## config.mk

```make
export PLATFORM = sky130hd
export DESIGN_NAME = crossbar_arbiter_flat
export DESIGN_NICKNAME = d
export VERILOG_FILES = /design/src/rtl/crossbar_arbiter_if.sv /design/src/rtl/crossbar_arbiter.sv /design/src/flat_wrapper.sv
export SDC_FILE = /design/constraint.sdc
export NUM_CORES = 1
export LEC_CHECK = 0
export ABC_AREA = 1
export BUFFER_PORTS_ARGS = -buffer_cell sky130_fd_sc_hd__buf_2
export CAP_MARGIN = 25
export CORE_MARGIN = 2
export CORE_UTILIZATION = 45
export DETAILED_ROUTE_END_ITERATION = 8
export PLACE_DENSITY = 0.61
export SLEW_MARGIN = 5
export SYNTH_ARGS = -nofsm -noshare
export SYNTH_HDL_FRONTEND = slang
export SYNTH_SLANG_ARGS = --single-unit
```

## constraint.sdc

```tcl
create_clock -name clk -period 2.45 [get_ports clk]
set_input_delay 0.6125 -clock clk [delete_from_list [all_inputs] [get_ports clk]]
set_output_delay 0.6125 -clock clk [all_outputs]
set_load 0.01 [all_outputs]
```

## src/rtl/crossbar_arbiter_if.sv

```systemverilog
// ---------------------------------------------------------------------------
// crossbar_arbiter_if
// Bundles the FIFO-side and crossbar-side signals of the 3x3 packet arbiter.
//
// Signals:
//   data1..3   head word of input FIFO 1..3 (show-ahead)     FIFOs -> arbiter
//   empty1..3  input FIFO empty                              FIFOs -> arbiter
//   rdreq1..3  FIFO pop, head consumed on the same edge      arbiter -> FIFOs
//   sel1..3    source input of output 1..3 (00 = idle)       arbiter -> mux
//   valid1..3  output k carries a word this cycle            arbiter -> mux
//   err1..3    one-cycle pulse, input i aborted by timeout   arbiter -> system
//
// Modports: master = FIFO/crossbar environment, slave = the arbiter.
// ---------------------------------------------------------------------------
interface crossbar_arbiter_if #(
  parameter int DATA_W = 8
);
  logic [DATA_W-1:0] data1, data2, data3;
  logic              empty1, empty2, empty3;
  logic              rdreq1, rdreq2, rdreq3;
  logic [1:0]        sel1, sel2, sel3;
  logic              valid1, valid2, valid3;
  logic              err1, err2, err3;

  modport master (
    output data1, data2, data3,
    output empty1, empty2, empty3,
    input  rdreq1, rdreq2, rdreq3,
    input  sel1, sel2, sel3,
    input  valid1, valid2, valid3,
    input  err1, err2, err3
  );

  modport slave (
    input  data1, data2, data3,
    input  empty1, empty2, empty3,
    output rdreq1, rdreq2, rdreq3,
    output sel1, sel2, sel3,
    output valid1, valid2, valid3,
    output err1, err2, err3
  );
endinterface

```

## src/rtl/crossbar_arbiter.sv

```systemverilog
// ---------------------------------------------------------------------------
// crossbar_arbiter
// Packet-level round-robin arbiter for a 3x3 crossbar. Each input FIFO head
// is decoded (bits [1:0] destination, bits [7:2] payload length); each free
// output is granted to one waiting input for a whole packet. Packets to
// destination 00 are drained and discarded. A transfer that sees TIMEOUT
// consecutive empty cycles is aborted and flagged on err.
//
// Parameters:
//   DATA_W   FIFO word width (header layout needs at least 8 bits)
//   TIMEOUT  consecutive empty cycles mid-packet before abort, 0 = never
//
// Ports:
//   clk      system clock, all logic on posedge
//   reset_n  asynchronous active-low reset
//   bus      crossbar_arbiter_if.slave (FIFO heads/empties in; rdreq, sel,
//            valid and err out)
// ---------------------------------------------------------------------------
module crossbar_arbiter #(
  parameter int DATA_W  = 8,
  parameter int TIMEOUT = 255
) (
  input  logic              clk,
  input  logic              reset_n,
  crossbar_arbiter_if.slave bus
);

  localparam int STALL_W = (TIMEOUT < 2) ? 1 : $clog2(TIMEOUT + 1);
  // Abort fires on the empty cycle that would bring the count to TIMEOUT.
  localparam logic [STALL_W-1:0] STALL_LAST =
    (TIMEOUT > 0) ? STALL_W'(TIMEOUT - 1) : '0;

  typedef enum logic [1:0] {
    S_IDLE = 2'd0,
    S_XFER = 2'd1,
    S_DROP = 2'd2
  } in_state_e;

  // Winner is the first requester strictly after 'last' in order 1->2->3->1.
  // Input numbers are 1-based, bit positions 0-based, so input 'last' sits
  // at bit last-1 and the search starts at bit 'last' (mod 3).
  function automatic logic [2:0] rr_pick(input logic [2:0] req,
                                         input logic [1:0] last);
    logic [2:0] g;
    int         idx;
    g = 3'b000;
    for (int s = 0; s < 3; s++) begin
      idx = (int'(last) + s) % 3;
      if (req[idx] && (g == 3'b000)) g[idx] = 1'b1;
    end
    return g;
  endfunction

  // Flattened views of the interface
  logic [DATA_W-1:0] data_w [3];
  logic [2:0]        empty_w;
  logic [2:0]        rdreq_w;
  logic [2:0]        idle_w;
  logic [2:0]        last_w;
  logic [2:0]        abort_w;
  logic [2:0]        fin_w;
  logic [2:0]        err_w;
  logic [2:0]        gnt_any_w;
  logic [2:0]        gnt_w   [3];
  logic [1:0]        sel_w   [3];
  logic [2:0]        valid_w;
  // Indexed by owner number (1..3); slot 0 is a constant 0 for "no owner".
  logic [3:0]        fin_ext_w;
  logic [3:0]        rd_ext_w;

  assign data_w[0] = bus.data1;
  assign data_w[1] = bus.data2;
  assign data_w[2] = bus.data3;
  assign empty_w   = {bus.empty3, bus.empty2, bus.empty1};

  assign fin_w     = last_w | abort_w;
  assign fin_ext_w = {fin_w, 1'b0};
  assign rd_ext_w  = {rdreq_w, 1'b0};
  assign gnt_any_w = gnt_w[0] | gnt_w[1] | gnt_w[2];

  // -------------------------------------------------------------------------
  // Per-input packet FSM
  // -------------------------------------------------------------------------
  for (genvar gi = 0; gi < 3; gi++) begin : g_in
    in_state_e          st_q, st_d;
    logic [5:0]         cnt_q, cnt_d;
    logic               hdr_q, hdr_d;    // next read is the header
    logic [STALL_W-1:0] stall_q, stall_d;
    logic               err_q, err_d;
    logic [1:0]         dest_w;
    logic [5:0]         len_w;

    assign dest_w       = data_w[gi][1:0];
    assign len_w        = data_w[gi][7:2];
    assign idle_w[gi]   = (st_q == S_IDLE);
    assign rdreq_w[gi]  = (st_q != S_IDLE) && !empty_w[gi];
    // Header read ends the packet only when N = 0; afterwards the counter
    // holds the words still owed, so the read that sees 1 is the last.
    assign last_w[gi]   = rdreq_w[gi] && (hdr_q ? (cnt_q == 6'd0)
                                                : (cnt_q == 6'd1));
    assign abort_w[gi]  = (TIMEOUT != 0) && (st_q != S_IDLE) &&
                          empty_w[gi] && (stall_q == STALL_LAST);
    assign err_w[gi]    = err_q;

    always_comb begin
      st_d    = st_q;
      cnt_d   = cnt_q;
      hdr_d   = hdr_q;
      stall_d = stall_q;
      err_d   = 1'b0;
      case (st_q)
        S_IDLE: begin
          if (!empty_w[gi]) begin
            if (dest_w == 2'b00) begin
              st_d    = S_DROP;
              cnt_d   = len_w;
              hdr_d   = 1'b1;
              stall_d = '0;
            end else if (gnt_any_w[gi]) begin
              st_d    = S_XFER;
              cnt_d   = len_w;
              hdr_d   = 1'b1;
              stall_d = '0;
            end
          end
        end
        default: begin
          // A read always beats the timeout.
          if (rdreq_w[gi]) begin
            stall_d = '0;
            if (last_w[gi]) begin
              st_d  = S_IDLE;
              hdr_d = 1'b0;
            end else if (hdr_q) begin
              hdr_d = 1'b0;
            end else begin
              cnt_d = cnt_q - 6'd1;
            end
          end else if (abort_w[gi]) begin
            st_d    = S_IDLE;
            hdr_d   = 1'b0;
            stall_d = '0;
            err_d   = 1'b1;
          end else if (TIMEOUT != 0) begin
            stall_d = stall_q + STALL_W'(1);
          end
        end
      endcase
    end

    always_ff @(posedge clk or negedge reset_n) begin
      if (!reset_n) begin
        st_q    <= S_IDLE;
        cnt_q   <= '0;
        hdr_q   <= 1'b0;
        stall_q <= '0;
        err_q   <= 1'b0;
      end else begin
        st_q    <= st_d;
        cnt_q   <= cnt_d;
        hdr_q   <= hdr_d;
        stall_q <= stall_d;
        err_q   <= err_d;
      end
    end
  end

  // -------------------------------------------------------------------------
  // Per-output ownership and round-robin arbitration (output gi+1)
  // -------------------------------------------------------------------------
  for (genvar gi = 0; gi < 3; gi++) begin : g_out
    logic       busy_q, busy_d;
    logic [1:0] owner_q, owner_d;
    logic [1:0] rr_q, rr_d;
    logic [2:0] cand_w;
    logic [2:0] pick_w;

    always_comb begin
      cand_w = 3'b000;
      for (int j = 0; j < 3; j++) begin
        cand_w[j] = idle_w[j] && !empty_w[j] &&
                    (data_w[j][1:0] == 2'(gi + 1));
      end
    end

    // A busy output is not re-arbitrated at its release edge; that gives the
    // single idle cycle between back-to-back packets.
    assign pick_w       = busy_q ? 3'b000 : rr_pick(cand_w, rr_q);
    assign gnt_w[gi]    = pick_w;
    assign sel_w[gi]    = busy_q ? owner_q : 2'b00;
    assign valid_w[gi]  = busy_q && rd_ext_w[owner_q];

    always_comb begin
      busy_d  = busy_q;
      owner_d = owner_q;
      rr_d    = rr_q;
      if (busy_q) begin
        if (fin_ext_w[owner_q]) begin
          busy_d  = 1'b0;
          owner_d = 2'b00;
        end
      end else if (pick_w != 3'b000) begin
        busy_d = 1'b1;
        if (pick_w[0])      owner_d = 2'd1;
        else if (pick_w[1]) owner_d = 2'd2;
        else                owner_d = 2'd3;
        rr_d = owner_d;
      end
    end

    always_ff @(posedge clk or negedge reset_n) begin
      if (!reset_n) begin
        busy_q  <= 1'b0;
        owner_q <= 2'b00;
        rr_q    <= 2'd3;
      end else begin
        busy_q  <= busy_d;
        owner_q <= owner_d;
        rr_q    <= rr_d;
      end
    end
  end

  // -------------------------------------------------------------------------
  // Interface outputs
  // -------------------------------------------------------------------------
  assign bus.rdreq1 = rdreq_w[0];
  assign bus.rdreq2 = rdreq_w[1];
  assign bus.rdreq3 = rdreq_w[2];
  assign bus.sel1   = sel_w[0];
  assign bus.sel2   = sel_w[1];
  assign bus.sel3   = sel_w[2];
  assign bus.valid1 = valid_w[0];
  assign bus.valid2 = valid_w[1];
  assign bus.valid3 = valid_w[2];
  assign bus.err1   = err_w[0];
  assign bus.err2   = err_w[1];
  assign bus.err3   = err_w[2];

endmodule
```

## src/flat_wrapper.sv

```systemverilog
// flat-port wrapper written by rule: the top's interface ports become plain ports
module crossbar_arbiter_flat 
#(
  parameter int DATA_W  = 8,
  parameter int TIMEOUT = 255
)
  (clk, reset_n, bus_data1, bus_data2, bus_data3, bus_empty1, bus_empty2, bus_empty3, bus_rdreq1, bus_rdreq2, bus_rdreq3, bus_sel1, bus_sel2, bus_sel3, bus_valid1, bus_valid2, bus_valid3, bus_err1, bus_err2, bus_err3);
  crossbar_arbiter_if #(.DATA_W(DATA_W)) bus_i ();
  input  logic clk;
  input  logic reset_n;
  input wire logic [$bits(bus_i.data1)-1:0] bus_data1;
  input wire logic [$bits(bus_i.data2)-1:0] bus_data2;
  input wire logic [$bits(bus_i.data3)-1:0] bus_data3;
  input wire logic [$bits(bus_i.empty1)-1:0] bus_empty1;
  input wire logic [$bits(bus_i.empty2)-1:0] bus_empty2;
  input wire logic [$bits(bus_i.empty3)-1:0] bus_empty3;
  output wire logic [$bits(bus_i.rdreq1)-1:0] bus_rdreq1;
  output wire logic [$bits(bus_i.rdreq2)-1:0] bus_rdreq2;
  output wire logic [$bits(bus_i.rdreq3)-1:0] bus_rdreq3;
  output wire logic [$bits(bus_i.sel1)-1:0] bus_sel1;
  output wire logic [$bits(bus_i.sel2)-1:0] bus_sel2;
  output wire logic [$bits(bus_i.sel3)-1:0] bus_sel3;
  output wire logic [$bits(bus_i.valid1)-1:0] bus_valid1;
  output wire logic [$bits(bus_i.valid2)-1:0] bus_valid2;
  output wire logic [$bits(bus_i.valid3)-1:0] bus_valid3;
  output wire logic [$bits(bus_i.err1)-1:0] bus_err1;
  output wire logic [$bits(bus_i.err2)-1:0] bus_err2;
  output wire logic [$bits(bus_i.err3)-1:0] bus_err3;
  assign bus_i.data1 = bus_data1;
  assign bus_i.data2 = bus_data2;
  assign bus_i.data3 = bus_data3;
  assign bus_i.empty1 = bus_empty1;
  assign bus_i.empty2 = bus_empty2;
  assign bus_i.empty3 = bus_empty3;
  assign bus_rdreq1 = bus_i.rdreq1;
  assign bus_rdreq2 = bus_i.rdreq2;
  assign bus_rdreq3 = bus_i.rdreq3;
  assign bus_sel1 = bus_i.sel1;
  assign bus_sel2 = bus_i.sel2;
  assign bus_sel3 = bus_i.sel3;
  assign bus_valid1 = bus_i.valid1;
  assign bus_valid2 = bus_i.valid2;
  assign bus_valid3 = bus_i.valid3;
  assign bus_err1 = bus_i.err1;
  assign bus_err2 = bus_i.err2;
  assign bus_err3 = bus_i.err3;
  crossbar_arbiter #(.DATA_W(DATA_W), .TIMEOUT(TIMEOUT)) u_core (.clk(clk), .reset_n(reset_n), .bus(bus_i));
endmodule
```

==> impl_metrics.env <==
export IMPL_status="finished, violations left"
export IMPL_violations="negative setup slack"
export IMPL_rsz0062_at_grt="true"
export IMPL_dieArea_um2=12500
export IMPL_num_nets_final=891
export IMPL_setup_viol=2
export IMPL_synth_edf_count=0
export IMPL_wl_per_cell_um=13.2
export IMPL_final_period_utilization_pct=100
export IMPL_max_freq_ghz=0.407
export IMPL_worst_pin_slew_ps=393
export IMPL_numClockSinks=69
export IMPL_finalCriticalPeriod_ps=2460
export IMPL_yosysMostFrequentCell="nand2_1"
export IMPL_synthTopCellsByArea="dfrtp_1 30%, nand2_1 14%, nand3_1 7.1%"
export IMPL_h_tree_depth=3
export IMPL_grt_pass1_wl_um=21500
export IMPL_maxCapViolations=0
export IMPL_initial_utilization_pct=46.0
export IMPL_dp_cells=960
export IMPL_ys_flop_type="dfrtp_1"
export IMPL_antenna_found_initial=0
export IMPL_core_area_um2=11400
export IMPL_worst_slack_ps=-7.03
export IMPL_pre_cts_ws_ps=-257
export IMPL_nFillCells=1007
export IMPL_critPathKind="reg2reg"
export IMPL_skew_ps=8.32
export IMPL_postLayoutCellArea_um2=6960
export IMPL_cts_made_buffers=9
export IMPL_dr_total_vias=5041
export IMPL_drt_total_wl_um=13000
export IMPL_cts_buffer_depth=2
export IMPL_worstReg2RegStart="u_core.g_out[0].rr_q[1]"
export IMPL_yosysUniqueCellTypes=44
export IMPL_fin_cells=986
export IMPL_finalSetupTns_ps=-13.6
export IMPL_power_density_nw_per_um2=1080
export IMPL_seq_area_frac_synth_pct=33.1
export IMPL_cts_hold_buffers_added=0
export IMPL_clk_pin_slew_ps=60
export IMPL_worstPathRequired_ps=2690
export IMPL_leakage_nw=3.55
export IMPL_grt_max_degree=70
export IMPL_antennaDiodeCount=0
export IMPL_place_area_um2=6040
export IMPL_syn_instance_count=723
export IMPL_cts_root_buf="clkbuf_16"
export IMPL_synth_area_per_cell_um2=7.24
export IMPL_place_gp_congestion=0.865
export IMPL_drive_gt1_share_pct=34.6
export IMPL_io_pin_count=44
export IMPL_worstPathMaxFanout=6
export IMPL_grt_pass1_vias=4887
export IMPL_dpl_hpwl_um=9420
export IMPL_ant_nets=0
export IMPL_grt_ovfl_total=0
export IMPL_synth_seq_cells=69
export IMPL_syn_cell_area_um2=5240
export IMPL_cp_arrival_ps=2700
export IMPL_yosys_warnings=0
export IMPL_fp_dieH_um=112
export IMPL_via_per_inst=5.11
export IMPL_ir_worst_vdd_mv=0.599
export IMPL_worstSetupStartpoint="u_core.g_out[0].rr_q[1]"
export IMPL_holdWs_ps=278
export IMPL_area_growth_pct=32.9
export IMPL_insertion_delay_ps=350
export IMPL_endpoint_kind="flip-flop"
export IMPL_hp_class="in2async"
export IMPL_async_flop_share_pct=100
export IMPL_yosysTopAreaCell="dfrtp_1"
export IMPL_synth_common_cells="199 x nand2_1, 82 x inv_1, 74 x nand3_1, 63 x dfrtp_1, 53 x nor2_1"
export IMPL_drtPass1Iterations=5
export IMPL_drv_slew=0
export IMPL_startpoint_type="flip-flop"
export IMPL_final_hold_viol_count=0
export IMPL_placementRows=39
export IMPL_synth_nets=776
export IMPL_portBuffers=43
export IMPL_first_iter_violations=250
export IMPL_maxSlewHeadroom_pct=73.8
export IMPL_yosysTopAreaCellShare_pct=30.1
export IMPL_drc=0
export IMPL_cts_tree="yes"
export IMPL_die_x_um=112
export IMPL_grt_usage_pct=21.0
-- power breakdown --
part / total, mW / internal [mW] / switching, mW
logic: 4.19 / 1.75 / 2.44
clock network: 1.48 / 0.946 / 0.533
registers: 1.83 / 1.49 / 0.344
-- flip-flops by register name, indices dropped and copies added (netlist names) --
name and cells:
u_core.bus.err1 1, u_core.bus.err2 1, u_core.bus.err3 1, u_core.g_in.cnt_q 18, u_core.g_in.hdr_q 3, u_core.g_in.st_q 6
u_core.g_in.stall_q 24, u_core.g_out.busy_q 3, u_core.g_out.owner_q 6, u_core.g_out.rr_q 6
-- critical path, stage by stage (launching register included) --
cell and delay, ps:
dfstp_2 540, buf_4 130, ha_4 160, inv_2 50
buf_4 120, nand2_1 50, nand2_1 50, inv_1 40
o21a_1 170, nand3_1 190, o21bai_2 220, nand3_4 130
nand3_4 210, buf_6 130, nand3_1 50, nand2_1 70
nand2_1 40
-- layout by cell type (no fill, tap or decap), drive strengths merged, types with 4 or more instances in the layout --
master,count
xnor2,4
nand3,87
clkbuf,11
nor3,10
nor2,66
dfrtp,63
dfstp,6
a21oi,17
nand4,20
mux2i,8
xor2,19
buf,117
o21ai,51
ha,24
nand2,213
o211ai,4
nor4,5
o21bai,7
inv,92
-- metrics by stage --
stage	power (mW)	utilization, %
after floorplan	4.30	-
after global placement	5.32	53.1
after detailed placement	5.42	53.1
after CTS	7.08	57.1
after global routing	8.12	61.2
final	7.50	61.2
-- cell families (layout without fill, tap and decap cells) --
family          count (synthesis)  after routing  synth area share (%)
simple gates                  402            402                  36.4
buf+inv                       106            226                  8.34
compound gates                 91             91                  11.0
flops                          69             69                  33.1
fa+ha+maj                      24             24                  5.74
xor+xnor                       23             23                  3.85
mux                             8              8                  1.53
-- what timing repair did --
action / 4_1_cts / 5_1_grt
buffers inserted: 2 / 9
pin swaps: 5 / 45
setup endpoints to repair: 62 / 69
resized for setup: 23 / 114
-- final cells by class --
cell class / instances / area (um2) / share of cell area, %
clock inverter: 5 / 82.6 / 1.19
tap: 143 / 179 / 2.57
timing repair buffer: 117 / 825 / 11.9
multi-input combinational: 548 / 3520 / 50.6
sequential: 69 / 1730 / 24.9
inverter: 93 / 364 / 5.23
clock buffer: 11 / 253 / 3.63
-- routing by layer --
layer	part of all wire, %	track usage (%)	up-vias
met5	0	0	-
met4	2.3	10.0	0
met3	3.3	3.05	21
met2	48	35.3	84
met1	46	26.5	2350
li1	-	-	2586
-- worst paths after layout --
path                                        endpoint  slack [ps]  depth (start not counted)
hold / removal             u_core.g_in[1].stall_q[3]         280                          2
hold reg to reg               u_core.g_in[0].st_q[1]         500                          2
max in group asynchronous    u_core.g_out[0].rr_q[0]        1820                          2
min in group clk              u_core.g_in[0].st_q[1]         500                          2
setup reg to reg                u_core.g_in[1].hdr_q          -7                         16
setup / recovery                u_core.g_in[1].hdr_q          -7                         16
Power figures use the tool's default switching activity.
